===== src/rtl/fft_frame_loader.sv =====
// Serial-to-parallel frame assembler feeding the 8-point FFT core.
// A fill bank collects samples while the output bank holds the frame offered to the FFT.
module fft_frame_loader #(
  parameter int N  = 8,
  parameter int DW = 32,
  parameter int CW = 16
) (
  input  logic            clk,
  input  logic            rst,
  input  logic            s_valid,
  output logic            s_ready,
  input  logic [DW-1:0]   s_data,
  input  logic            s_last,
  output logic            frame_valid,
  input  logic            frame_ready,
  output logic [N*DW-1:0] frame_data,
  output logic            short_frame,
  output logic [CW-1:0]   frame_cnt
);

  localparam int IW = $clog2(N);
  localparam logic [IW-1:0] LAST_IDX = IW'(N - 1);

  logic signed [DW-1:0] fill_p0   [N];
  logic signed [DW-1:0] closed_p0 [N];
  logic signed [DW-1:0] out_p1    [N];
  logic [IW-1:0]        idx_p0;
  logic                 fill_full;
  logic                 short_pend;
  logic                 vld_p1;
  logic                 accept;
  logic                 close;
  logic                 is_short;
  logic                 slot_free;
  logic                 handoff;

  assign s_ready     = !fill_full;
  assign accept      = s_valid && !fill_full;
  assign close       = accept && ((idx_p0 == LAST_IDX) || s_last);
  assign is_short    = (idx_p0 != LAST_IDX);
  assign slot_free   = !vld_p1 || frame_ready;
  assign handoff     = vld_p1 && frame_ready;
  assign frame_valid = vld_p1;

  // Stage p0: the frame as it would look if closed by the sample on s_data now
  always_comb begin
    for (int k = 0; k < N; k++) begin
      closed_p0[k] = fill_p0[k];
      if (k == int'(idx_p0))
        closed_p0[k] = signed'(s_data);
      else if (k > int'(idx_p0))
        closed_p0[k] = '0;
    end
  end

  always_comb begin
    frame_data = '0;
    for (int k = 0; k < N; k++)
      frame_data[k*DW +: DW] = out_p1[k];
  end

  // Stage p1: output bank, handshake state and frame counter
  always_ff @(posedge clk or posedge rst) begin
    if (rst) begin
      for (int k = 0; k < N; k++) begin
        fill_p0[k] <= '0;
        out_p1[k]  <= '0;
      end
      idx_p0      <= '0;
      fill_full   <= 1'b0;
      short_pend  <= 1'b0;
      vld_p1      <= 1'b0;
      short_frame <= 1'b0;
      frame_cnt   <= '0;
    end else begin
      short_frame <= 1'b0;
      if (handoff)
        frame_cnt <= frame_cnt + CW'(1);

      if (fill_full) begin
        // A completed frame is parked in the fill bank; it moves out on the next consume
        if (handoff) begin
          for (int k = 0; k < N; k++) begin
            out_p1[k]  <= fill_p0[k];
            fill_p0[k] <= '0;
          end
          fill_full   <= 1'b0;
          idx_p0      <= '0;
          short_frame <= short_pend;
        end
      end else if (close) begin
        idx_p0 <= '0;
        if (slot_free) begin
          for (int k = 0; k < N; k++) begin
            out_p1[k]  <= closed_p0[k];
            fill_p0[k] <= '0;
          end
          vld_p1      <= 1'b1;
          short_frame <= is_short;
        end else begin
          for (int k = 0; k < N; k++)
            fill_p0[k] <= closed_p0[k];
          fill_full  <= 1'b1;
          short_pend <= is_short;
        end
      end else begin
        if (accept) begin
          fill_p0[idx_p0] <= signed'(s_data);
          idx_p0          <= idx_p0 + IW'(1);
        end
        if (handoff)
          vld_p1 <= 1'b0;
      end
    end
  end

endmodule

===== config.mk =====
export PLATFORM = sky130hd
export DESIGN_NAME = fft_frame_loader
export DESIGN_NICKNAME = d
export VERILOG_FILES = /design/src/rtl/fft_frame_loader.sv
export SDC_FILE = /design/constraint.sdc
export NUM_CORES = 1
export LEC_CHECK = 0
export BUFFER_PORTS_ARGS = -buffer_cell sky130_fd_sc_hd__buf_2
export CORE_MARGIN = 2
export CORE_UTILIZATION = 35
export CTS_BUF_LIST = sky130_fd_sc_hd__clkbuf_8
export CTS_CLUSTER_DIAMETER = 100
export DETAILED_ROUTE_END_ITERATION = 6
export MAX_ROUTING_LAYER = met4
export PLACE_DENSITY = 0.56
export SLEW_MARGIN = 10
export SYNTH_ARGS = -nofsm -noshare
export SYNTH_HDL_FRONTEND = slang
export SYNTH_SLANG_ARGS = --single-unit

===== constraint.sdc =====
create_clock -name clk -period 28.7 [get_ports clk]
set_clock_uncertainty 0.05 [all_clocks]
set_input_delay 5.74 -clock clk [delete_from_list [all_inputs] [get_ports clk]]
set_output_delay 5.74 -clock clk [all_outputs]
set_load 0.01 [all_outputs]

## After elaboration in Yosys (flattened, before gate mapping)

Cells that the tools add are included.
W data, S select, Z words.

- Register bits: 535
- Bits of input ports: 37
- Output and inout port bits: 275
- Logic and storage cells: 106

- Add/subtract/negate cells: 2
- Magnitude comparators: 9
- Equal/unequal tests: 11
- Muxes and demuxes: 42
- Bitwise operators: 3
- Reductions and logical operators: 17

Operators by type and width:

| kind | count |
|---|---|
| $mux W256 | 9 |
| $mux W32 | 16 |
| $bwmux W256 | 1 |
| $demux W32 S3 | 1 |
| $add A16 B1 Y16 const B | 1 |
| $eq A3 B3 Y1 const A | 4 |
| $gt A3 B3 Y1 const A | 4 |
| $mux W3 | 4 |
| $mux W1 | 11 |
| $reduce_and A3 Y1 | 3 |
| $eq A2 B3 Y1 const A | 2 |
| $gt A2 B3 Y1 const A | 2 |
| $reduce_bool A2 Y1 | 3 |
| $ge A4 B4 Y1 const B | 1 |
| $logic_and A1 B1 Y1 | 4 |
| $lt A4 B1 Y1 const B | 1 |
| $ne A2 B1 Y1 const B | 2 |
| $not A3 Y4 | 1 |
| $add A3 B1 Y3 const B | 1 |
| $eq A1 B3 Y1 const A | 1 |
| $eq A3 B3 Y1 const B | 1 |
| $gt A1 B3 Y1 const A | 1 |
| $logic_not A3 Y1 | 1 |
| $ne A3 B3 Y1 const B | 1 |
| other kinds (5) | 8 |

## Logic depth before layout (Yosys ltp)

- Depth after elaboration: 9
- Gate-level depth with buffers: 12
- Mapped depth without buffers: 6

## Worst setup path before layout

Ideal clock, no wire load.

- Path type: in2reg
- Start: input s_valid
- End: register fill_p0[100] in the netlist's numbering
- Library setup time: 0.121 ns
- Arrival: 7.004 ns
- Data required time: 28.529 ns
- Slack: 21.525 ns
- Stages: 7
- Buffers on the path: 3
- Cell sequence: nor2b_1 > buf_2 > and3_1 > buf_2 > a311o_1 > buf_6 > a22o_1

- Cells in the longest elaborated chain, start to end: 4
- Elaborated cells between the ends (all ways): 6
- Those cells by class: 2 x mux; 4 x reduce/logical

RTL lines:

| element | RTL line | text |
|---|---|---|
| from (decl) | 10 | `input logic s_valid,` |
| $logic_and A1 B1 Y1 * | 38 | `assign accept = s_valid && !fill_full;` |
| $logic_and A1 B1 Y1 | 39 | `assign close = accept && ((idx_p0 == LAST_IDX) \|\| s_last);` |
| $reduce_bool A3 Y1 (no line) / $mux W256 (equally long branches) | n/a |  |
| $reduce_and A2 Y1 (no line) / $mux W256 (equally long branches) | n/a |  |
| to (signal, indexed assignment) | 102 | `fill_p0[k] <= closed_p0[k];` |
| to (signal, indexed assignment) | 108 | `fill_p0[idx_p0] <= signed'(s_data);` |
| to (decl) | 24 | `logic signed [DW-1:0] fill_p0 [N];` |

Every way passes the cells marked *; elsewhere a longest branch is shown, timed or not.
A chain may end at the register's enable or synchronous reset.

==> summary.md <==
| Metric | Value |
|---|---|
| Outcome | `finished, final reports clean` |
| Hpwl dp | `52150 microns` |
| Reg-to-Reg End | `fill_p0[235]` |
| Die area | `75750 sq um` |
| Cts bufs inserted | `95` |
| CP Capture Type | `asynchronous set/reset pin` |
| Family with the most delay on the worst path | `buffers and inverters` |
| Share of post-route cells with drive strength above 1 | `24.12%` |
| Worst hold path class | `reg -> reg` |
| # fillers | `7002` |
| Antenna-violating nets left | `0` |
| F_max | `107.6 MHz` |
| I/O Buffers | `311` |
| Area of the multi-input gates | `11200 sq um` |
| Rel. slew slack | `19.27%` |
| RSZ-0062 raised after global routing | `no` |
| Ys flop type | `dfrtp_1` |
| Setup TNS | `0 ns` |
| Most frequent cells in the layout | `dfrtp_1 (531), buf_2 (311), a22o_1 (308), mux2_1 (209), nand2_1 (188)` |
| WHS | `0.4246 ns` |
| Seq pwr share | `39.1%` |
| Syn avg cell area | `11.54 sq um` |
| Chip Height | `275.2 microns` |
| CP required | `29.32 ns` |
| Max Used Layer | `met4` |
| Worst vdd ir | `0.07885 mV` |
| DRC violations left | `0` |
| Most common cell after layout, fill and taps aside | `dfrtp_1` |
| H-Tree Depth | `3` |
| Sw frac | `39.43%` |
| Post-CTS Repair Setup Buffers | `0` |
| Number of synthesized flops with an enable pin | `0` |
| Cell taking the most area after synthesis | `dfrtp_1` |
| Root Buffer | `clkbuf_8` |
| Crit Path Max Fanout | `124` |
| Crit Path Class | `in -> async` |
| Vias in the first global route | `19730` |
| Initial antenna violation count | `4` |
| Clk sinks | `535` |
| Synth Cell Area | `25750 sq um` |
| Met3 Wirelength | `5901 microns` |
| Internal Pwr Total | `0.001677 W` |
| Post-Syn Nets | `2275` |
| WL met1 | `36940 microns` |
| Largest net degree at the start of global routing | `194` |
| Hold Buf Count CTS | `0` |
| Layout area overhead | `14.99%` |
| CP max-delay cell | `buf_4` |
| Worst R2R Start | `idx_p0[1]` |
| GRT overflow | `0` |
| CP dominant cell by count | `buf_4` |
| Slew @ Worst Pin | `1.211 ns` |
| CTS Buffer Depth | `3` |
| Logic gate share of total power | `34.6%` |
| Pre-antenna DRT Iters | `7` |
| Reg2reg setup slack | `24.00 ns` |
| Clock Latency Late Sink | `0.71 ns` |
| Final WL | `85160 microns` |
| Synth top area share | `52.00%` |
| Core ar. | `72830 sq um` |
| Async SR Flop Fraction | `100.0%` |
| Yosys cell types | `54` |
| GR Util All Layers | `22.81%` |
| Min Tclk post-route | `9.296 ns` |
| Synth Instances | `2231` |
| Min-delay src | `frame_cnt[15]` |
| Pwr/cell area | `93.51 nW/um^2` |
| DR vias | `19870` |
| Hold path cells | `1` |
| Slowest Stage Delay on Critical Path | `0.87 ns` |
| Num ports | `312` |
| Sequential share of the synthesized area | `52.00%` |
| Place WS | `18.46 ns` |
| FF+latch count, synth | `535` |
| Final Setup Violations | `0` |
| Die W | `275.2 microns` |
| Hold EP | `frame_cnt[15]` |
| Slew Limit Fails | `0` |
| Final period util | `32.39%` |
| Vias per cell | `5.796` |
| Max-cap violation count | `0` |
| Layout Nets | `2436` |
| Crit-path cells | `buf_2, inv_8, buf_4, buf_4, buf_4, buf_4` |
| First-pass GRT wire length | `127900 microns` |
| Post_cts resized | `0` |
| Wire per inst | `24.84 microns` |
| Worst reg-to-reg path cell count | `7` |
| Final Hold Vio Count | `0` |
| YS warnings | `0` |
| RePlAce Congestion | `0.7844` |
| WL met2 | `40000 microns` |
| Main area contributors after synthesis | `dfrtp_1 (52%), a22o_1 (10%), mux2_1 (9.1%), nand2_1 (2.7%), a221o_1 (2.5%)` |
| Clock slew at reported path FFs | `0.06 ns` |
| Final setup margin | `19.40 ns` |
| Reg area | `13400 sq um` |
| Sw Pwr | `0.001091 W` |
| CTS tree | `done` |
| CP bufs+invs | `6` |
| Crit path arrival time | `9.92 ns` |
| Startpoint class of the critical path | `primary input` |
| DR iter-0 viols | `1738` |
| # rows | `99` |
| Clock power share | `26.3%` |
| Initial Util | `35.35%` |
| LEAKAGE | `14.21 nW` |
==> stage by stage <==
step / instance area (sq um) / util (%) / instances / power [W]
5_1_grt: 29610 / 40.65 / 3428 / 0.002923
3_3_place_gp: 27610 / 37.90 / 3252 / 0.002019
4_1_cts: 29550 / 40.57 / 3424 / 0.002788
2_1_floorplan: 25750 / - / 2231 / 0.001716
3_5_place_dp: 27610 / 37.90 / 3252 / 0.002049
6_report: 29610 / 40.65 / 3428 / 0.002768
==> synthesized netlist by cell type (3+ instances only) <==
library cell	n
o21ai_0	112
nand3_1	41
xor2_1	5
a22oi_1	74
o21ai_1	38
nor2b_1	6
a221o_1	64
ha_1	7
and2_1	8
nand2b_1	4
buf_2	57
a22o_1	308
inv_1	6
nor2_1	42
nand4_1	5
mux2i_1	32
buf_1	28
nor3_1	3
a21o_1	3
buf_6	22
xnor2_1	10
dfrtp_1	535
clkbuf_1	152
o2bb2ai_1	32
a21oi_1	72
or2_1	3
and3_1	5
mux2_2	50
o31ai_1	32
nand2_1	188
or3_1	4
mux2_4	30
buf_4	19
mux2_1	209
==> metal layers <==
metal	up-vias	track usage [%]
li1	8633	-
met1	10320	30.02
met2	786	34.81
met3	129	4.924
met4	0	7.895
met5	-	-
==> registers in the layout (all words and copies together), names as in the netlist <==
| signal | cells |
|---|---|
| frame_valid | 1 |
| short_pend | 1 |
| short_frame | 1 |
| frame_cnt | 16 |
| frame_data | 256 |
| fill_p0 | 256 |
| idx_p0 | 3 |
| fill_full | 1 |
==> worst reg2reg max path, delay by kind of cell (launching register included) <==
kind	cells	cell delay, ns
adders and majority gates	2	0.76
AOI/OAI and AO/OA	2	1.05
buffers and inverters	1	0.27
DFF	1	1.15
and+or+nand+nor	2	1.34
==> cell families after synthesis <==
| kind of cell | Yosys count | share of synthesized area (%) |
|---|---|---|
| compound gates | 748 | 22.05 |
| flops | 535 | 52.00 |
| mux | 321 | 14.32 |
| simple gates | 319 | 5.418 |
| buf+inv | 286 | 5.365 |
| xor+xnor | 15 | 0.5102 |
| fa+ha+maj | 7 | 0.3402 |
==> how the worst max path moves through the flow <==
stage | start | endpoint | slack (ns) | depth (start not counted)
after CTS | rst | frame_data[171] | 19.23 | 6
after floorplan | rst | fill_full | 7.96 | 1
after detailed placement | rst | frame_data[173] | 18.46 | 6
after global placement | rst | fill_p0[77] | 18.62 | 6
final | rst | fill_p0[200] | 19.40 | 6
after global routing | rst | frame_data[139] | 18.74 | 6
==> power groups by stage <==
stage / registers [W] / logic (W) / clock network [W]
2_1_floorplan: 0.00105 / 0.000661 / 0
3_3_place_gp: 0.00108 / 0.000936 / 0
3_5_place_dp: 0.00109 / 0.000958 / 0
4_1_cts: 0.00108 / 0.000959 / 0.000749
5_1_grt: 0.00110 / 0.00103 / 0.000787
6_report: 0.00108 / 0.000958 / 0.000728
==> cell type report <==
| cell class | instances | share of cell area, % |
|---|---|---|
| tap | 959 | 4.053 |
| clock inverter | 55 | 1.124 |
| sequential | 535 | 45.25 |
| inverter | 8 | 0.1268 |
| multi-input combinational | 1410 | 37.82 |
| antenna | 2 | 0.01690 |
| timing repair buffer | 342 | 6.170 |
| clock buffer | 117 | 5.439 |
(Power assumes the default switching activity.)
